`src/rtl/hazard_scoreboard_pkg.sv`:
```
// Shared encodings and constants for the hazard scoreboard.
package hazard_scoreboard_pkg;

  // Next-PC selector driven by decode.
  typedef enum logic [1:0] {
    NPC_SEQ = 2'b00,
    NPC_BR  = 2'b01,
    NPC_J   = 2'b10,
    NPC_JR  = 2'b11
  } npc_e;

  // A producer blocks a consumer while its counter is above the consumer's threshold.
  // ID-resolved consumers (branch, JR) need data one stage earlier than EX consumers.
  localparam int TH_ID = 1;
  localparam int TH_EX = 2;

  // Initial counts written for a destination at issue.
  localparam int LOAD_CNT_BASE = 2;
  localparam int ALU_CNT       = 1;

  // Count loaded for a load destination given the extra memory latency.
  function automatic int load_cnt(input int load_lat);
    return load_lat + LOAD_CNT_BASE;
  endfunction

endpackage

```
`src/rtl/hazard_scoreboard_sb_counter.sv`:
```
// Saturating down-counter with load, hold and synchronous reset.
module sb_counter #(
  parameter int CNT_W = 8
) (
  input  logic             clk,
  input  logic             rst,
  input  logic             i_load,
  input  logic [CNT_W-1:0] i_load_val,
  input  logic             i_hold,
  output logic [CNT_W-1:0] o_cnt
);

  logic [CNT_W-1:0] r_cnt;

  // Reset clears, load overrides, hold freezes, otherwise count down to zero.
  // NOTE: state uses non-blocking (<=) so every flop samples pre-edge values.
  // NOTE: each instance resets synchronously; a stale count after rst would invent hazards.
  always_ff @(posedge clk) begin
    if (rst) begin
      r_cnt <= '0;
    end else if (i_load) begin
      r_cnt <= i_load_val;
    end else if (!i_hold && (r_cnt != '0)) begin
      r_cnt <= r_cnt - CNT_W'(1);
    end
  end

  assign o_cnt = r_cnt;

endmodule

```
`src/rtl/hazard_scoreboard.sv`:
```
// Countdown-scoreboard hazard unit: drives PC / IF/ID enables and pipeline flushes.
module hazard_scoreboard
  import hazard_scoreboard_pkg::*;
#(
  parameter int REG_AW   = 5,
  parameter int LOAD_LAT = 1,
  parameter int MD_LAT   = 32,
  parameter int CNT_W    = 8,
  parameter int PERF_W   = 32
) (
  input  logic              clk,
  input  logic              rst,
  input  logic              id_valid,
  input  logic [REG_AW-1:0] id_rs,
  input  logic [REG_AW-1:0] id_rt,
  input  logic              id_uses_rs,
  input  logic              id_uses_rt,
  input  logic              id_wr_en,
  input  logic [REG_AW-1:0] id_dst,
  input  logic              id_is_load,
  input  logic              id_is_muldiv,
  input  logic              id_reads_hilo,
  input  logic [1:0]        npc_ctrl,
  input  logic              branch_taken,
  input  logic              mem_busy,
  output logic              pc_we,
  output logic              if_id_we,
  output logic              if_id_flush,
  output logic              id_ex_flush,
  output logic [PERF_W-1:0] stall_cycles
);

  localparam int NREG = 2 ** REG_AW;
  localparam logic [CNT_W-1:0] LOAD_VAL = CNT_W'(load_cnt(LOAD_LAT));
  localparam logic [CNT_W-1:0] ALU_VAL  = CNT_W'(ALU_CNT);
  localparam logic [CNT_W-1:0] MD_VAL   = CNT_W'(MD_LAT);

  npc_e              w_npc;
  logic [CNT_W-1:0]  w_th;
  logic [CNT_W-1:0]  w_cnt [NREG];
  logic [CNT_W-1:0]  w_md_cnt;
  logic [CNT_W-1:0]  w_wr_val;
  logic              w_src_rs, w_src_rt;
  logic              w_rs_pend, w_rt_pend, w_md_pend;
  logic              w_data_stall, w_issue, w_redirect;
  logic [PERF_W-1:0] r_stall_cycles;

  assign w_npc      = npc_e'(npc_ctrl);
  assign w_th       = ((w_npc == NPC_BR) || (w_npc == NPC_JR)) ? CNT_W'(TH_ID) : CNT_W'(TH_EX);
  assign w_src_rs   = id_valid && id_uses_rs && (id_rs != '0);
  assign w_src_rt   = id_valid && id_uses_rt && (id_rt != '0);
  assign w_rs_pend  = w_src_rs && (w_cnt[id_rs] > w_th);
  assign w_rt_pend  = w_src_rt && (w_cnt[id_rt] > w_th);
  assign w_md_pend  = id_valid && (id_reads_hilo || id_is_muldiv) && (w_md_cnt != '0);
  assign w_data_stall = w_rs_pend || w_rt_pend || w_md_pend;
  assign w_issue    = id_valid && !w_data_stall && !mem_busy;
  assign w_redirect = ((w_npc == NPC_BR) && branch_taken) || npc_ctrl[1];
  assign w_wr_val   = id_is_load ? LOAD_VAL : ALU_VAL;

  // One counter per GPR; r0 is never loaded so it never reads as pending.
  for (genvar g = 0; g < NREG; g++) begin : g_sb
    sb_counter #(.CNT_W(CNT_W)) u_cnt (
      .clk        (clk),
      .rst        (rst),
      .i_load     (w_issue && id_wr_en && (id_dst != '0) && (id_dst == REG_AW'(g))),
      .i_load_val (w_wr_val),
      .i_hold     (mem_busy),
      .o_cnt      (w_cnt[g])
    );
  end

  // MULT/DIV busy tracker runs independently of the memory freeze.
  sb_counter #(.CNT_W(CNT_W)) u_md_cnt (
    .clk        (clk),
    .rst        (rst),
    .i_load     (w_issue && id_is_muldiv),
    .i_load_val (MD_VAL),
    .i_hold     (1'b0),
    .o_cnt      (w_md_cnt)
  );

  // Count cycles lost to data hazards; memory freezes are not attributed here.
  always_ff @(posedge clk) begin
    if (rst) begin
      r_stall_cycles <= '0;
    end else if (w_data_stall && !mem_busy) begin
      r_stall_cycles <= r_stall_cycles + PERF_W'(1);
    end
  end

  assign stall_cycles = r_stall_cycles;

  // Prioritised enable/flush decode: reset, memory freeze, data stall, redirect, run.
  // NOTE: defaults first so every path assigns every output and no latch is inferred.
  always_comb begin
    pc_we       = 1'b1;
    if_id_we    = 1'b1;
    if_id_flush = 1'b0;
    id_ex_flush = 1'b0;
    if (rst) begin
      pc_we = 1'b1;
    end else if (mem_busy) begin
      pc_we    = 1'b0;
      if_id_we = 1'b0;
    end else if (w_data_stall) begin
      pc_we       = 1'b0;
      if_id_we    = 1'b0;
      id_ex_flush = 1'b1;
    end else if (w_redirect) begin
      if_id_flush = 1'b1;
    end
  end

endmodule

```
`config.mk`:
```
export PLATFORM = sky130hd
export DESIGN_NAME = hazard_scoreboard
export DESIGN_NICKNAME = d
export VERILOG_FILES = /design/src/rtl/hazard_scoreboard_pkg.sv /design/src/rtl/hazard_scoreboard_sb_counter.sv /design/src/rtl/hazard_scoreboard.sv
export SDC_FILE = /design/constraint.sdc
export NUM_CORES = 1
export LEC_CHECK = 0
export ABC_AREA = 1
export CAP_MARGIN = 25
export CORE_UTILIZATION = 60
export CTS_BUF_LIST = sky130_fd_sc_hd__clkbuf_8
export DETAILED_ROUTE_END_ITERATION = 6
export HOLD_SLACK_MARGIN = 0.1
export PLACE_DENSITY = 0.76
export SLEW_MARGIN = 20
export SYNTH_ARGS = -nofsm -noshare
export SYNTH_HDL_FRONTEND = slang
export SYNTH_SLANG_ARGS = --single-unit
```
`constraint.sdc`:
```
create_clock -name clk -period 5.6 [get_ports clk]
set_input_delay 0.56 -clock clk [delete_from_list [all_inputs] [get_ports clk]]
set_output_delay 0.56 -clock clk [all_outputs]
set_load 0.02 [all_outputs]
```
==> results of run 1 <==
per-stage QoR:
stage	instance area, um^2	worst slack (ps)	cells	hold slack [ps]
final	21200	795	3352	333
after global routing	21200	596	3352	327
after CTS	21200	905	3352	283
after floorplan	19200	1640	2871	439
after detailed placement	20000	912	3252	467
after global placement	20000	940	3252	456
state kept, by name (all words and copies together) (netlist names):
name / cells
g_sb.u_cnt.o_cnt: 256
u_md_cnt.o_cnt: 8
stall_cycles: 32
layer usage:
| metal | share of wire [%] | wire (um) |
|---|---|---|
| met1 | 43 | 23300 |
| met4 | 4.1 | 2250 |
| met5 | 0.024 | 13 |
| met3 | 7.5 | 4130 |
| met2 | 46 | 25000 |
worst paths after layout:
check / endpoint / from / depth (start not counted)
worst min-delay path: g_sb[3].u_cnt.o_cnt[2]$_SDFFE_PP0P_ / rst / 2
worst max register to register: g_sb[9].u_cnt.o_cnt[4]$_SDFFE_PP0P_ / g_sb[24].u_cnt.o_cnt[1]$_SDFFE_PP0P_ / 19
worst max-delay path: if_id_flush / id_rt[3] / 14
worst min register to register: g_sb[0].u_cnt.o_cnt[7]$_SDFFE_PP0P_ / g_sb[0].u_cnt.o_cnt[7]$_SDFFE_PP0P_ / 2
power breakdown:
| part | switching, mW | internal (mW) | total, mW | leakage, nW |
|---|---|---|---|---|
| Clock | 0.976 | 1.36 | 2.34 | 0.682 |
| Sequential | 0.762 | 2.91 | 3.67 | 2.43 |
| Combinational | 3.71 | 2.30 | 6.00 | 6.39 |
worst max-delay path, delay by kind of cell:
kind                       cells  cell delay [ps]
AOI/OAI and AO/OA              4              630
adders and majority gates      1              270
buffers and inverters          3             2010
and+or+nand+nor                6              770
cell usage in the layout (no fill, tap or decap), drive strengths merged, types with 9 or more instances in the layout:
cell type	Yosys	final
nor4	26	26
xor2	147	147
buf	54	25
nand4	74	74
o21ai	129	129
nor3b	12	12
clkbuf	49	71
or2	32	32
xnor2	38	38
a31oi	39	39
nor3	71	71
nand3	316	316
clkdlybuf4s50	0	57
clkinv	3	11
ha	70	70
dfxtp	296	296
a21oi	190	190
nor2	401	401
o31ai	9	9
inv	331	344
nand2	561	561
cell type report:
cell class	instances	share of cell area, %
inverter	334	5.94
tap	402	2.37
clock buffer	71	4.60
clock inverter	29	1.23
multi-input combinational	2138	54.4
timing repair buffer	82	3.57
sequential	296	27.9
logic make-up after synthesis:
group           Yosys count  share of synthesized area (%)
flops                   296                           30.8
compound gates          377                           10.4
fa+ha+maj                70                           4.55
buf+inv                 437                           9.21
mux                       1                         0.0585
simple gates           1505                           36.6
xor+xnor                185                           8.42
==> impl_metrics.py, run 1 <==
metrics = {
    "finish": {
        "syn2layout_area_growth_pct": 10.3,
        "drive_above_1_share_pct": 6.41,
        "diodes": 0,
        "final_util_pct": 67.3,
        "fin_nets": 3003,
        "multi_input_area_um2": 11500,
        "regArea_um2": 5930,
        "nFillCells": 2794,
    },
    "synthesis": {
        "post_synth.cell_area_avg_um2": 6.70,
        "yosys_warnings": 0,
        "syn_inst": 2871,
        "dominantRegCellSynth": "dfxtp_1",
        "ys_types": 46,
        "yosysMostFrequentCell": "nand2_1",
        "yosys.area.top_type_share_pct": 30.8,
        "synth_fp_nets": 2969,
        "yosys-top-cells-area": "dfxtp_1, nand2_1, nand3_1, nor2_1, xor2_1",
        "ys_seq_area_share_pct": 30.8,
        "ys_ff_latch": 296,
        "synth_edf_count": 0,
        "synth_area_um2": 19200,
        "synth_area_leader_cell": "dfxtp_1",
        "netlist_top_cells_count": "nand2_1, nor2_1, inv_1, nand3_1, dfxtp_1",
        "ys_async_sr_fraction_pct": 0,
    },
    "global_routing": {
        "overflow": 0,
        "grt-busiest-layer": "met2",
        "grt.met3_usage_pct": 5.40,
        "grt_pass1_wl_um": 89500,
        "grt_usage_pct": 33.3,
        "grtUsageMet2_pct": 55.5,
        "first_global_vias": 18027,
        "antenna_found_initial": 1,
        "grt_max_degree": 81,
        "grtUsageMet1_pct": 42.1,
    },
    "power_and_ir_drop": {
        "finalPower_mw": 12.0,
        "p_leak_nw": 9.50,
        "p_per_area_nw_per_um2": 566,
        "irDropWorstVdd_mv": 0.363,
    },
    "timing": {
        "layout_min_cycle_time_ps": 4810,
        "maxSlewViolCount": 0,
        "clock-skew-final_ps": 32.5,
        "fmax_mhz": 208,
        "slew_headroom_pct": 36.2,
        "hold_viol": 0,
        "rsz0062_at_grt": "no",
        "tightest_slew_ps": 957,
        "period_share_pct": 85.8,
        "fin_setup_tns_ps": 0,
        "setup_viol": 0,
    },
    "drt": {
        "ant_nets": 0,
        "drtPass1Iterations": 5,
        "drtIter0Drc": 1382,
        "vias": 19076,
        "drt-total-wl_um": 54800,
        "via_per_inst": 5.69,
        "wl_per_cell_um": 16.3,
        "drcViolationCount": 0,
    },
    "clocking": {
        "postCtsHoldBufs": 0,
        "cts-root-buf": "clkbuf_8",
        "htreeDepth": 2,
        "cts_buffers": 53,
        "postCtsSetupRepairBufs": 0,
        "postCtsResizedCells": 0,
        "clock_latency_ps": 650,
        "cts_tree": "done",
        "clock-sinks": 296,
        "path_clk_slew_ps": 70,
        "clockBufferDepth": 3,
    },
    "run": {
        "maxCapViolCount": 0,
    },
    "critical_path": {
        "worstSetupEndpointType": "output pin",
        "crit_chain": "clkdlybuf4s50_1 > clkinv_1 > a21oi_1 > o21ai_0 > nand3_1 > nand2_1 > ha_1 > nand2_1 > o21ai_0 > nand3_1 > o21ai_4 > nand4_4 > nor3_1 > clkdlybuf4s50_1",
        "cp.required_ps": 5040,
        "crit_arrival_ps": 4250,
        "path_class": "input pin to output pin",
        "critPathSlowestCell": "clkdlybuf4s50_1",
        "cp_max_fo": 9,
        "reg2reg_setup_slack_ps": 1660,
        "startpoint_type": "input pin",
        "cp_slowest_stage_delay_ps": 870,
    },
    "floorplanning": {
        "start_util_pct": 61.0,
        "boundaryPins": 64,
        "dieArea_um2": 32800,
        "dieHeight_um": 181,
        "die_x_um": 181,
        "row_count": 65,
        "coreArea_um2": 31600,
    },
    "worst_hold_path": {
        "hp-class": "input pin to register",
    },
    "place": {
        "port_buffers": 63,
        "gp_congestion": 0.938,
        "detailed_place_hpwl_um": 38500,
    },
    "run_status": {
        "status": "finished, final reports clean",
    },
}
(Power assumes the default switching activity.)
==> inputs of run 2 (changes only) <==
--- a/config.mk
+++ b/config.mk
@@ -7,11 +7,12 @@
 export LEC_CHECK = 0
 export ABC_AREA = 1
 export CAP_MARGIN = 25
-export CORE_UTILIZATION = 60
+export CORE_MARGIN = 5
+export CORE_UTILIZATION = 30
 export CTS_BUF_LIST = sky130_fd_sc_hd__clkbuf_8
 export DETAILED_ROUTE_END_ITERATION = 6
 export HOLD_SLACK_MARGIN = 0.1
-export PLACE_DENSITY = 0.76
+export PLACE_DENSITY = 0.43
 export SLEW_MARGIN = 20
 export SYNTH_ARGS = -nofsm -noshare
 export SYNTH_HDL_FRONTEND = slang
==> impl_metrics.py, run 2 (synthesized netlist as in run 1, its figures left out) <==
metrics = {
    "run": {
        "maxCapViolCount": 0,
    },
    "timing": {
        "rsz0062_at_grt": "no",
        "slew_headroom_pct": 36.1,
        "fin_setup_tns_ps": 0,
        "period_share_pct": 85.8,
        "layout_min_cycle_time_ps": 4810,
        "hold_slack_ps": 351,
        "tightest_slew_ps": 959,
        "setup_viol": 0,
        "fmax_mhz": 208,
        "hold_viol": 0,
        "maxSlewViolCount": 0,
        "clock-skew-final_ps": 21.4,
    },
    "floorplanning": {
        "die_x_um": 263,
        "boundaryPins": 64,
        "row_count": 92,
        "coreArea_um2": 63300,
        "start_util_pct": 30.4,
        "dieArea_um2": 69300,
        "dieHeight_um": 263,
    },
    "finish": {
        "fin_cells": 3806,
        "layout_common_cells": "nand2_1, nor2_1, inv_1, nand3_1, dfxtp_1",
        "largest_reg_flops": 256,
        "mostFrequentLayoutCell": "nand2_1",
        "fin_nets": 3016,
        "stdcell_area_um2": 21800,
        "drive_above_1_share_pct": 6.52,
        "syn2layout_area_growth_pct": 13.3,
    },
    "clocking": {
        "cts_tree": "done",
        "clock-sinks": 296,
        "path_clk_slew_ps": 60,
        "clock_latency_ps": 660,
        "cts-root-buf": "clkbuf_8",
        "clockBufferDepth": 3,
        "postCtsResizedCells": 0,
        "postCtsSetupRepairBufs": 0,
        "postCtsHoldBufs": 0,
        "htreeDepth": 2,
        "cts_buffers": 61,
    },
    "run_status": {
        "status": "finished, final reports clean",
    },
    "drt": {
        "drcViolationCount": 0,
        "vias": 18703,
        "drtIter0Drc": 1330,
        "ant_nets": 0,
        "wl_per_cell_um": 16.6,
        "drtPass1Iterations": 6,
        "via_per_inst": 4.91,
        "drt-total-wl_um": 63000,
    },
    "power_and_ir_drop": {
        "p_per_area_nw_per_um2": 552,
        "p_leak_nw": 9.55,
        "finalPower_mw": 12.0,
        "irDropWorstVdd_mv": 0.145,
    },
    "place": {
        "detailed_place_hpwl_um": 45600,
        "gp_congestion": 0.903,
        "port_buffers": 63,
        "placed_cells": 3701,
        "placed_area_um2": 20600,
    },
    "global_routing": {
        "antenna_found_initial": 1,
        "overflow": 0,
        "grt_max_degree": 72,
        "first_global_vias": 17849,
        "grt-busiest-layer": "met2",
        "grtUsageMet1_pct": 22.6,
        "grt.met3_usage_pct": 2.76,
        "grt_pass1_wl_um": 99100,
        "grt_usage_pct": 17.6,
        "grtUsageMet2_pct": 29.8,
    },
    "critical_path": {
        "cp_slowest_stage_delay_ps": 630,
        "cp_max_fo": 45,
        "critPathSlowestCell": "clkdlybuf4s50_1",
        "crit_chain": "buf_2 > inv_4 > o21ai_0 > a21oi_1 > o21ai_0 > nand3_1 > a32oi_1 > ha_1 > inv_1 > nor2_1 > o21ai_0 > nand2_1 > nor2_1 > nand2_1 > nand2_2 > nand4_4 > nor3_1 > clkdlybuf4s50_1",
        "startpoint_type": "input pin",
        "cp.buffers_inverters": 4,
        "path_class": "input pin to output pin",
        "cp.required_ps": 5040,
        "cp_common_cell": "o21ai_0",
        "worstSetupEndpointType": "output pin",
        "crit_arrival_ps": 4250,
        "cp_top_family": "buffers and inverters",
    },
    "worst_hold_path": {
        "hp-class": "input pin to register",
    },
}
## run 2: final timing paths
check,from,to,slack (ps),cells past startpoint
setup / recovery,id_rs[1],if_id_flush,790,18
hold / removal,rst,g_sb[18].u_cnt.o_cnt[0]$_SDFFE_PP0P_,350,2
setup reg to reg,g_sb[24].u_cnt.o_cnt[1]$_SDFFE_PP0P_,g_sb[9].u_cnt.o_cnt[4]$_SDFFE_PP0P_,1890,19
hold reg to reg,g_sb[2].u_cnt.o_cnt[3]$_SDFFE_PP0P_,g_sb[2].u_cnt.o_cnt[3]$_SDFFE_PP0P_,460,2
## run 2: final cells by class
type                            count  area [um^2]
Sequential cell                   296         5930
Clock buffer                       80         1100
Antenna cell                        1         2.50
Multi-Input combinational cell   2138        11500
Clock inverter                     24          124
Tap cell                          846         1060
Fill cell                        6901        41500
Inverter                          334         1260
Timing Repair Buffer               87          786
## run 2: power breakdown
part	switching (mW)	total (mW)	leakage, nW	internal [mW]
registers	0.779	3.69	2.43	2.91
clock network	0.984	2.28	0.708	1.30
logic	3.77	6.07	6.42	2.30
total	5.53	12.0	9.55	6.51
## run 2: per-layer routing
layer  routed length [um]  vias to the layer above
li1                     -                     9473
met3                 2710                      117
met5                    0                        -
met1                28600                     8703
met4                 2160                        0
met2                29600                      410
## run 2: through the flow
step | util [%] | setup slack, ps
2_1_floorplan | - | 1640
3_3_place_gp | 32.5 | 873
3_5_place_dp | 32.5 | 875
4_1_cts | 34.4 | 866
5_1_grt | 34.4 | 584
6_report | 34.4 | 795
==> inputs of run 3 (changes only) <==
--- a/config.mk
+++ b/config.mk
@@ -11,8 +11,10 @@
 export CORE_UTILIZATION = 30
 export CTS_BUF_LIST = sky130_fd_sc_hd__clkbuf_8
 export DETAILED_ROUTE_END_ITERATION = 6
+export DONT_BUFFER_PORTS = 1
 export HOLD_SLACK_MARGIN = 0.1
-export PLACE_DENSITY = 0.43
+export PLACE_DENSITY = 0.42
+export RECOVER_POWER = 100
 export SLEW_MARGIN = 20
 export SYNTH_ARGS = -nofsm -noshare
 export SYNTH_HDL_FRONTEND = slang
==> impl_metrics.py, run 3 (synthesized netlist as in run 1, its figures left out) <==
metrics = {
    "critical_path": {
        "crit_chain": "inv_4 > o21ai_0 > a21oi_1 > o21ai_0 > a31oi_1 > a32oi_1 > ha_1 > inv_1 > nor2_1 > o21ai_0 > nand3_1 > o21ai_4 > nand4_1 > nand2_1",
        "startpoint_type": "input pin",
        "cp.buffers_inverters": 2,
        "cp_max_fo": 80,
        "cp_common_cell": "o21ai_0",
        "worstSetupEndpointType": "output pin",
        "crit_arrival_ps": 4030,
        "cp_slowest_stage_delay_ps": 630,
        "cp.required_ps": 5040,
        "critPathSlowestCell": "nand2_1",
        "cp_top_family": "simple AND/OR/NAND/NOR gates",
        "path_class": "input pin to output pin",
    },
    "power_and_ir_drop": {
        "p_sw_mw": 5.43,
        "p_per_area_nw_per_um2": 577,
        "irDropWorstVdd_mv": 0.177,
        "p_leak_nw": 9.20,
        "power.share.clock_pct": 20.2,
        "internal_power_mw": 6.59,
        "p_comb_share_pct": 49.3,
        "seqPwrFrac_pct": 30.5,
        "swShare_pct": 45.2,
    },
    "drt": {
        "via_per_inst": 4.92,
        "drtPass1Iterations": 6,
        "drcViolationCount": 0,
        "vias": 18385,
        "wl_per_cell_um": 17.1,
        "drtIter0Drc": 1400,
        "ant_nets": 0,
        "drt-total-wl_um": 64100,
    },
    "floorplanning": {
        "row_count": 92,
        "boundaryPins": 64,
        "die_x_um": 263,
        "dieHeight_um": 263,
        "start_util_pct": 30.4,
        "coreArea_um2": 63300,
        "dieArea_um2": 69300,
    },
    "clocking": {
        "clock-sinks": 296,
        "postCtsSetupRepairBufs": 0,
        "cts-root-buf": "clkbuf_8",
        "path_clk_slew_ps": 60,
        "htreeDepth": 2,
        "cts_buffers": 59,
        "clockBufferDepth": 3,
        "postCtsHoldBufs": 7,
        "cts_tree": "done",
        "postCtsResizedCells": 0,
        "clock_latency_ps": 660,
    },
    "global_routing": {
        "grt_pass1_wl_um": 99700,
        "first_global_vias": 17417,
        "overflow": 0,
        "grt_max_degree": 93,
        "grt_usage_pct": 17.7,
        "antenna_found_initial": 3,
    },
    "finish": {
        "mostFrequentLayoutCell": "nand2_1",
        "final_util_pct": 32.9,
        "largest_reg_flops": 256,
        "layout_common_cells": "nand2_1, nor2_1, inv_1, nand3_1, dfxtp_1",
        "fin_nets": 2943,
        "nFillCells": 7079,
        "drive_above_1_share_pct": 5.12,
        "syn2layout_area_growth_pct": 8.20,
    },
    "timing": {
        "rsz0062_at_grt": "no",
        "slew_headroom_pct": 34.2,
        "setup_viol": 0,
        "maxSlewViolCount": 0,
        "tightest_slew_ps": 986,
        "fin_setup_tns_ps": 0,
        "hold_viol": 0,
        "fmax_mhz": 218,
        "hold_slack_ps": 178,
        "clock-skew-final_ps": 31.9,
        "layout_min_cycle_time_ps": 4590,
        "period_share_pct": 81.9,
    },
    "place": {
        "detailed_place_hpwl_um": 44300,
        "gp_congestion": 0.850,
        "port_buffers": 0,
    },
    "run_status": {
        "status": "finished, final reports clean",
    },
    "worst_hold_path": {
        "hp-class": "input pin to register",
    },
    "run": {
        "maxCapViolCount": 0,
    },
}
[run 3: cell types whose count changed in the layout (fill, tap and decap cells not counted), sizes merged]
| cell | delta |
|---|---|
| buf | -23 |
| dlygate4sd3 | +5 |
| clkdlybuf4s50 | -55 |
| clkinvlp | +1 |
| clkbuf | -1 |
| bufinv | +3 |
| clkinv | +9 |
| inv | -7 |
[run 3: final timing paths]
kind,from,to,slack [ps],depth (start not counted)
worst max-delay path,id_rt[0],if_id_we,1010,14
worst min-delay path,id_dst[4],g_sb[21].u_cnt.o_cnt[7]$_SDFFE_PP0P_,180,3
worst max register to register,g_sb[31].u_cnt.o_cnt[0]$_SDFFE_PP0P_,stall_cycles[12]$_SDFFE_PP0N_,1200,20
worst min register to register,g_sb[0].u_cnt.o_cnt[7]$_SDFFE_PP0P_,g_sb[0].u_cnt.o_cnt[7]$_SDFFE_PP0P_,470,2
[run 3: area by class of cell]
class / instances / area [um^2] / share of cell area [%]
Sequential cell: 296 / 5930 / 28.5
Inverter: 334 / 1260 / 6.06
Multi-Input combinational cell: 2138 / 11100 / 53.3
Tap cell: 846 / 1060 / 5.08
Clock inverter: 30 / 240 / 1.15
Timing Repair Buffer: 16 / 178 / 0.853
Antenna cell: 1 / 2.50 / 0.0120
Clock buffer: 77 / 1060 / 5.09
[run 3: worst reg2reg max path: stages (launching register included)]
cell and delay [ps]:
dfxtp_1 420, inv_1 130, o21ai_0 180, a21oi_1 60
o21ai_0 260, a31oi_1 200, a32o_1 250, ha_1 270
nand2_1 60, o21ai_0 70, nand2_1 70, nor2_1 40
nand2_1 60, nand2_1 70, nand3_1 230, nand2_2 420
inv_1 930, nand2_1 230, o21ai_0 210, inv_1 60
nor3_1 120
[run 3: routing by layer]
metal | part of all wire (%) | wire length [um] | track usage, % | vias to the layer above
met1 | 47 | 29900 | 23.4 | 8561
li1 | - | - | - | 9326
met3 | 4.5 | 2900 | 2.79 | 116
met5 | 0.017 | 11 | 0 | -
met2 | 46 | 29300 | 29.8 | 380
met4 | 3.2 | 2040 | 5.57 | 2
[run 3: per-stage QoR]
stage                     setup slack (ps)  total power [mW]  instances  area [um^2]
after floorplan                       1640              8.24       2871        19200
after global placement                1070              9.58       3623        19900
after detailed placement              1070              9.62       3623        19900
after CTS                             1100              12.2       3737        21300
after global routing                   597              13.2       3738        20800
final                                 1010              12.0       3738        20800
[run 3: power groups by stage]
| stage | Clock [mW] | Combinational [mW] | Sequential, mW |
|---|---|---|---|
| 6_report | 2.43 | 5.92 | 3.66 |
| 5_1_grt | 2.64 | 6.81 | 3.76 |
| 4_1_cts | 2.54 | 6.00 | 3.66 |
| 3_5_place_dp | 0 | 5.93 | 3.69 |
| 3_3_place_gp | 0 | 5.89 | 3.69 |
| 2_1_floorplan | 0 | 4.77 | 3.47 |
